$ cat src/rtl/mem_instr_param_if.sv
// Fetch, loader and control bundle between the nRISC core/boot logic (master)
// and the parametrised instruction memory (slave).
interface mem_instr_param_if #(
  parameter int WIDTH  = 8,
  parameter int AWIDTH = 8
);
  logic [AWIDTH-1:0] PC;
  logic              fetch_en;
  logic [WIDTH-1:0]  instrucao;
  logic              instr_valid;
  logic              addr_fault;
  logic              prog_we;
  logic [AWIDTH-1:0] prog_addr;
  logic [WIDTH-1:0]  prog_data;
  logic              prog_err;
  logic              clear;
  logic              ready;

  modport master (
    output PC, fetch_en, prog_we, prog_addr, prog_data, clear,
    input  instrucao, instr_valid, addr_fault, prog_err, ready
  );

  modport slave (
    input  PC, fetch_en, prog_we, prog_addr, prog_data, clear,
    output instrucao, instr_valid, addr_fault, prog_err, ready
  );
endinterface

$ cat src/rtl/mem_instr_param.sv
// Writable instruction memory mapping DEPTH words at BASE into PC space, with
// registered fetch, run-time loader and a zero-fill clear sequencer.
//
// state    | meaning
// ST_CLEAR | sequencer zero-fills mem[clr_idx], one word per edge; bus ignored
// ST_READY | fetches and loader writes accepted
module mem_instr_param #(
  parameter int WIDTH  = 8,
  parameter int AWIDTH = 8,
  parameter int DEPTH  = 26,
  parameter int BASE   = 128
) (
  input logic              clock,
  input logic              reset_n,
  mem_instr_param_if.slave bus
);
  localparam int IW = (DEPTH > 1) ? $clog2(DEPTH) : 1;
  localparam logic [AWIDTH-1:0] BASE_A  = AWIDTH'(BASE);
  localparam logic [AWIDTH:0]   DEPTH_A = (AWIDTH + 1)'(DEPTH);
  localparam logic [IW-1:0]     LAST    = IW'(DEPTH - 1);

  localparam logic [0:0] ST_CLEAR = 1'b0;
  localparam logic [0:0] ST_READY = 1'b1;

  logic [0:0]        state;
  logic [IW-1:0]     clr_idx;
  logic [WIDTH-1:0]  mem [DEPTH];

  logic [AWIDTH-1:0] fetch_off;
  logic [AWIDTH-1:0] prog_off;
  logic              fetch_in;
  logic              prog_in;
  logic [IW-1:0]     fetch_idx;
  logic [IW-1:0]     prog_idx;

  // Offset wraps modulo 2^AWIDTH; the PC >= BASE term stops low addresses
  // from aliasing into the window.
  assign fetch_off = bus.PC - BASE_A;
  assign prog_off  = bus.prog_addr - BASE_A;
  assign fetch_in  = (bus.PC >= BASE_A) && ({1'b0, fetch_off} < DEPTH_A);
  assign prog_in   = (bus.prog_addr >= BASE_A) && ({1'b0, prog_off} < DEPTH_A);
  assign fetch_idx = fetch_off[IW-1:0];
  assign prog_idx  = prog_off[IW-1:0];

  assign bus.ready = (state == ST_READY);

  always_ff @(posedge clock or negedge reset_n) begin
    if (!reset_n) begin
      state           <= ST_CLEAR;
      clr_idx         <= '0;
      bus.instrucao   <= '0;
      bus.instr_valid <= 1'b0;
      bus.addr_fault  <= 1'b0;
      bus.prog_err    <= 1'b0;
    end else begin
      case (state)
        ST_CLEAR: begin
          bus.instr_valid <= 1'b0;
          bus.addr_fault  <= 1'b0;
          bus.prog_err    <= 1'b0;
          if (clr_idx == LAST) begin
            clr_idx <= '0;
            state   <= ST_READY;
          end else begin
            clr_idx <= clr_idx + 1'b1;
          end
        end
        default: begin
          bus.instr_valid <= bus.fetch_en;
          if (bus.fetch_en) begin
            bus.addr_fault <= !fetch_in;
            // Non-blocking read of mem gives read-first against a same-edge write.
            bus.instrucao  <= fetch_in ? mem[fetch_idx] : '0;
          end else begin
            bus.addr_fault <= 1'b0;
          end
          bus.prog_err <= bus.prog_we && !prog_in;
          if (bus.clear) begin
            state   <= ST_CLEAR;
            clr_idx <= '0;
          end
        end
      endcase
    end
  end

  // Single write port shared by the clear sequencer and the loader.
  always_ff @(posedge clock) begin
    if (state == ST_CLEAR) begin
      mem[clr_idx] <= '0;
    end else if (bus.prog_we && prog_in) begin
      mem[prog_idx] <= bus.prog_data;
    end
  end
endmodule

$ cat src/flat_wrapper.sv
// flat-port wrapper written by rule: the top's interface ports become plain ports
module mem_instr_param_flat 
#(
  parameter int WIDTH  = 8,
  parameter int AWIDTH = 8,
  parameter int DEPTH  = 26,
  parameter int BASE   = 128
)
  (clock, reset_n, bus_PC, bus_fetch_en, bus_prog_we, bus_prog_addr, bus_prog_data, bus_clear, bus_instrucao, bus_instr_valid, bus_addr_fault, bus_prog_err, bus_ready);
  mem_instr_param_if #(.WIDTH(WIDTH), .AWIDTH(AWIDTH)) bus_i ();
  input logic clock;
  input logic reset_n;
  input wire logic [$bits(bus_i.PC)-1:0] bus_PC;
  input wire logic [$bits(bus_i.fetch_en)-1:0] bus_fetch_en;
  input wire logic [$bits(bus_i.prog_we)-1:0] bus_prog_we;
  input wire logic [$bits(bus_i.prog_addr)-1:0] bus_prog_addr;
  input wire logic [$bits(bus_i.prog_data)-1:0] bus_prog_data;
  input wire logic [$bits(bus_i.clear)-1:0] bus_clear;
  output wire logic [$bits(bus_i.instrucao)-1:0] bus_instrucao;
  output wire logic [$bits(bus_i.instr_valid)-1:0] bus_instr_valid;
  output wire logic [$bits(bus_i.addr_fault)-1:0] bus_addr_fault;
  output wire logic [$bits(bus_i.prog_err)-1:0] bus_prog_err;
  output wire logic [$bits(bus_i.ready)-1:0] bus_ready;
  assign bus_i.PC = bus_PC;
  assign bus_i.fetch_en = bus_fetch_en;
  assign bus_i.prog_we = bus_prog_we;
  assign bus_i.prog_addr = bus_prog_addr;
  assign bus_i.prog_data = bus_prog_data;
  assign bus_i.clear = bus_clear;
  assign bus_instrucao = bus_i.instrucao;
  assign bus_instr_valid = bus_i.instr_valid;
  assign bus_addr_fault = bus_i.addr_fault;
  assign bus_prog_err = bus_i.prog_err;
  assign bus_ready = bus_i.ready;
  mem_instr_param #(.WIDTH(WIDTH), .AWIDTH(AWIDTH), .DEPTH(DEPTH), .BASE(BASE)) u_core (.clock(clock), .reset_n(reset_n), .bus(bus_i));
endmodule
$ cat config.mk
export PLATFORM = sky130hd
export DESIGN_NAME = mem_instr_param_flat
export DESIGN_NICKNAME = d
export VERILOG_FILES = /design/src/rtl/mem_instr_param_if.sv /design/src/rtl/mem_instr_param.sv /design/src/flat_wrapper.sv
export SDC_FILE = /design/constraint.sdc
export NUM_CORES = 1
export LEC_CHECK = 0
export ABC_AREA = 1
export CORE_ASPECT_RATIO = 0.5
export CORE_MARGIN = 4
export CORE_UTILIZATION = 28
export CTS_CLUSTER_SIZE = 25
export DETAILED_ROUTE_END_ITERATION = 7
export SYNTH_ARGS = -nofsm -noshare
export SYNTH_HDL_FRONTEND = slang
export SYNTH_SLANG_ARGS = --single-unit
$ cat constraint.sdc
create_clock -name clock -period 2.2 [get_ports clock]
set_input_delay 0.44 -clock clock [delete_from_list [all_inputs] [get_ports clock]]
set_output_delay 0.44 -clock clock [all_outputs]
set_load 0.05 [all_outputs]
======== Word level (Yosys, flattened, before mapping) ========
Memory sizes are Yosys's and may differ from the RTL's.
Index checks and enable logic that the tools add are counted.
operators by class
  $add $sub $neg .......................... 3
  $lt $le $gt $ge ......................... 4
  equality and inequality tests ........... 2
  multiplexer cells ....................... 18
  reductions and logical operators ........ 8
operators with widths
  operator               count
  $mux W5                4
  $ge A8 B8 Y1 const B   2
  $lt A8 B5 Y1 const B   2
  $mux W8                2
  $sub A8 B8 Y8 const B  2
  $mux W1                12
  $reduce_or A8 Y1       1
  $add A5 B1 Y5 const B  1
  $eq A5 B5 Y1 const B   1
  $logic_and A1 B1 Y1    4
  $logic_not A1 Y1       2
  $ne A2 B2 Y1 const B   1
  $reduce_and A2 Y1      1
storage, ports and cells
  memories kept ........................... 1
  output and inout port bits .............. 12
  RAM bits ................................ 208
  register bits ........................... 17
  word-level logic and storage cells ...... 42
memory list
  memory      words  width  rd ports  clocked after Yosys merged registers in  wr ports  line                   source
  u_core.mem  26     8      1         0                                        1         mem_instr_param.sv:27  logic [WIDTH-1:0] mem [DEPTH];

======== Logic depth before layout (Yosys ltp) ========
  word-level depth ........................ 9
  gate-level depth with buffers ........... 12
  mapped depth without buffers ............ 9

======== Worst setup path after synthesis ========
Ideal clock, no wire load.
  path type ............................... register -> register
  from .................................... register u_core.state (netlist: u_core.bus.ready)
  to ...................................... memory u_core.mem[12][0] (enable)
  cell stages (with the launch flop) ...... 9
  path buffers ............................ 1
  clock period less this slack ............ 2.304 ns
  required time ........................... 1.830 ns
  data arrival time ....................... 1.934 ns
  slack ................................... -0.104 ns
  setup time .............................. 0.370 ns
  cells stage by stage .................... dfrtp_1 > nand2_1 > nand3b_4 > buf_6 > nand2_2 > o21ai_4 > clkinv_4 > nand3_4 > nor2_1
between the ends
  cells in the longest elaborated chain, start to end .. 4
RTL lines
  element                                                     line                   source
  from (decl)                                                 mem_instr_param.sv:25  logic [0:0] state;
  from (signal assigned)                                      mem_instr_param.sv:49  state <= ST_CLEAR;
  from (signal assigned)                                      mem_instr_param.sv:63  state <= ST_READY;
  from (signal assigned)                                      mem_instr_param.sv:79  state <= ST_CLEAR;
  $mux W1                                                     mem_instr_param.sv:89  if (state == ST_CLEAR) begin
  $mux W1 (implied by the code)                               mem_instr_param.sv:92  mem[prog_idx] <= bus.prog_data;
  $reduce_or A8 Y1 (no source line)                           -
  $mux W5 (no source line) / $mux W1 (equally long branches)  -
  to (decl)                                                   mem_instr_param.sv:27
Several ways; a longest one is shown, not always the timed one.

======== Final worst setup path ========
  from .................................... input port bus_prog_addr[7]
  to ...................................... memory u_core.mem[14][6] (enable)
between the ends
  cells in the longest elaborated chain, start to end .. 9
RTL lines
  element                                                     line                   source
  from (decl)                                                 flat_wrapper.sv:16     input wire logic [$bits(bus_i.prog_addr)-1:0] bus_prog_addr;
  $sub A8 B8 Y8                                               mem_instr_param.sv:39  assign prog_off = bus.prog_addr - BASE_A;
  $lt A8 B5 Y1                                                mem_instr_param.sv:41  assign prog_in = (bus.prog_addr >= BASE_A) && ({1'b0, prog_off} < DEPTH_A);
  $logic_and A1 B1 Y1 *                                       mem_instr_param.sv:41
  $logic_and A1 B1 Y1 *                                       mem_instr_param.sv:91  end else if (bus.prog_we && prog_in) begin
  $mux W1 *                                                   mem_instr_param.sv:91
  $mux W1 *                                                   mem_instr_param.sv:89
  $mux W1 (implied by the code) *                             mem_instr_param.sv:92
  $reduce_or A8 Y1 (no source line)                           -
  $mux W5 (no source line) / $mux W1 (equally long branches)  -
Mark *: on every way between the ends. The rest lies on a longest branch, timed or not.

==> results by group <==
Outcome
  • Outcome: finished, final reports clean

Global routing
  • Vias in the first global route: approximately 6400
  • Congestion Overflow GR: 0
  • First-pass GRT wire length: ~37000 um
  • Largest net degree at the start of global routing: between 70 and 80
  • Gr usage total: ~13%
  • Initial antenna violation count: 0

Clocking
  • H-tree depth: 1
  • Reg clk slew, reported paths: around 0.06 ns
  • TritonCTS buffer count: 23
  • CTS tree: done
  • Clk sinks: about 230
  • Post-CTS Repair Setup Buffers: 0
  • Post-CTS resize count: 1
  • Clock root buffer: clkbuf_16
  • Clk Latency, worst-skew pair: 0.50 ns
  • Hold_buf cts: 0
  • Bufs on Longest Clock Path: 3

Timing
  • Final Skew: 0.0109 ns
  • Tcrit/Tclk final: 96.7%
  • Setup ws final: between 0.07 and 0.08 ns
  • Final hold violation count: 0
  • Slew Limit Fails: 0
  • Worst slew margin: around 47%
  • Fmax: 470 MHz
  • Hold Slack: ~0.40 ns
  • Number of setup violations in the final report: 0
  • Worst-margin pin slew: 0.790 ns
  • Setup TNS: 0 ns
  • RSZ-0062 raised after global routing: yes
  • Crit path time final: 2.13 ns

Critical path
  • Critical path type: in -> reg
  • CP Buf/Inv Count: 2
  • Crit path DAT: 2.34 ns
  • Max incr delay on CP: roughly 0.46 ns
  • Crit-path slowest cell: clkdlybuf4s50_1
  • CP max FO: 11
  • CP endpoint kind: register
  • Family with the most delay on the worst path: simple AND/OR/NAND/NOR gates
  • Startpoint types: input port
  • CP required: roughly 2.4 ns
  • Critical-path cell list: clkdlybuf4s50_1, nor3b_2, nand3b_4, o21ai_2, nand3_4, nor2_1, buf_4

Layout
  • Share of cells above drive strength 1: between 10 and 15%
  • Area Overhead vs Synth: 23.0%
  • Antenna Cells: 0
  • Fin cells: about 1400
  • Final net count: 966
  • Fin util: between 30% and 40%
  • Filler cells: 3198
  • Design area: between 0.01 and 0.015 mm2

Pwr
  • Leakage: 4.47 nW
  • Power Density: around 990 mW/mm2
  • Peak VDD IR: 0.000507 V
  • Total Power: about 12 mW

Die
  • Die width: approximately 270 um
  • Initial Utilization: between 20% and 30%
  • Die height: about 140 um
  • Rows: 47
  • # IOs: a little over 40
  • Die area: 0.0371 mm2
  • Core Region: between 0.03 and 0.04 mm2

Synth
  • Dominant synthesized flop cell: edfxtp_1
  • Seq/Total Area, Yosys: a little over two thirds
  • Post-Syn Instances: around 850
  • Netlist cell types: 34
  • Mapped Area: about 0.0095 mm2
  • Synth Register Bits: ~230
  • Mean Syn Cell Area: around 11 um2
  • Yosys warns: 0
  • Number of synthesized flops with an enable pin: 208
  • Net Count, Synth: 878
  • Asr flop ratio synth: ~7.6%

Placement
  • Number of buffers added on ports: 40
  • Routability congestion estimate: approximately 0.8
  • Post-DP Area: 0.0109 mm2
  • Setup WS pre-CTS: -0.454 ns
  • Placed cells: ~1400
  • Hpwl dp: roughly 16000 um

Route
  • Drt first-iter violations: 655
  • Max Used Layer: met4
  • Post-Route WL: ~24000 um
  • Via count: between 6000 and 7000
  • Post-route DRC: 0
  • WL met1: 10500 um
  • ANT nets after route: 0
  • Drt pass-1 iters: 5
  • Routed len/inst: about 18 um
  • Length of routed met3 wiring: around 1600 um
  • Metal2 WL: about 12000 um
  • Via density: roughly 4.7

Min path
  • Hold Crit Class: in -> async

Job
  • Max cap viols: 0
-- path summary, 6_finish.rpt --
| kind | start | slack [ns] | cells past startpoint | to |
|---|---|---|---|---|
| max reg2reg | u_core.bus.ready | 0.28 | 6 | u_core.mem[14][6] |
| min in group clock | u_core.bus.instrucao[0] | 0.48 | 2 | u_core.bus.instrucao[0] |
| max in group asynchronous | reset_n | 1.25 | 1 | u_core.bus.ready |
| min | reset_n | 0.40 | 1 | u_core.bus.addr_fault |
| min reg2reg | u_core.bus.instrucao[0] | 0.48 | 2 | u_core.bus.instrucao[0] |
| max | bus_prog_addr[7] | 0.07 | 7 | u_core.mem[14][6] |
-- flip-flops by register name (all words and copies together) (netlist names) --
signal	cells
u_core.bus.prog_err	1
u_core.bus.instrucao	8
u_core.bus.ready	1
u_core.clr_idx	5
u_core.bus.instr_valid	1
u_core.mem	208
u_core.bus.addr_fault	1
-- cell usage after synthesis (2+ instances only) --
master | n | area [um2]
nand2_2 | 2 | 12.5
nand3_4 | 2 | 35.0
o22ai_1 | 3 | 18.8
buf_1 | 5 | 18.8
buf_4 | 3 | 22.5
xor2_1 | 2 | 17.5
clkinv_4 | 2 | 17.5
o21ai_0 | 7 | 35.0
o21ai_2 | 5 | 43.8
buf_2 | 22 | 110
inv_1 | 41 | 154
nand3b_1 | 3 | 22.5
a21oi_1 | 2 | 10.0
nand3_2 | 6 | 60.1
edfxtp_1 | 208 | 6250
ha_1 | 2 | 25.0
inv_2 | 3 | 11.3
nor2_2 | 2 | 12.5
clkbuf_1 | 11 | 41.3
nand2_1 | 269 | 1010
dfrtp_1 | 17 | 425
nor2_1 | 47 | 176
nand3_1 | 172 | 861
-- final cells by class --
type / count / area, um2 / area share [%]
timing repair buffer: 105 / 1060 / 9.08
clock inverter: 10 / 103 / 0.879
inverter: 47 / 186 / 1.60
tap: 441 / 552 / 4.73
multi-input combinational: 533 / 2460 / 21.1
clock buffer: 30 / 642 / 5.50
sequential: 225 / 6670 / 57.2
-- power breakdown --
| part | total (mW) | internal [mW] | switching (mW) |
|---|---|---|---|
| Clock | 3.82 | 2.28 | 1.54 |
| Combinational | 2.21 | 0.741 | 1.47 |
| Sequential | 5.52 | 5.32 | 0.207 |
| Total | 11.6 | 8.34 | 3.22 |
-- layout by cell type, fill, tap and decap left out, drive strengths merged, types with 2 or more instances in the layout --
cell type	count
nand2	271
edfxtp	208
nand3	180
buf	66
nor2	49
inv	44
clkdlybuf4s50	38
clkbuf	30
dfrtp	17
o21ai	13
clkinv	11
nand3b	4
o22ai	3
a21oi	2
xor2	2
ha	2
bufinv	2
-- layer usage --
metal	vias up	global-route usage, %
met3	42	1.90
met2	243	21.4
li1	3083	-
met5	-	0
met1	3222	17.5
met4	0	3.96
-- kinds of logic after synthesis --
family                   share of synthesized area [%]
AO/OA/AOI/OAI                                     1.40
XOR/XNOR                                         0.277
adder cells (fa/ha/maj)                          0.264
buffers and inverters                             4.11
flip-flops                                        70.3
AND/OR/NAND/NOR                                   23.7
No activity file was read; power rests on OpenSTA's default activity.
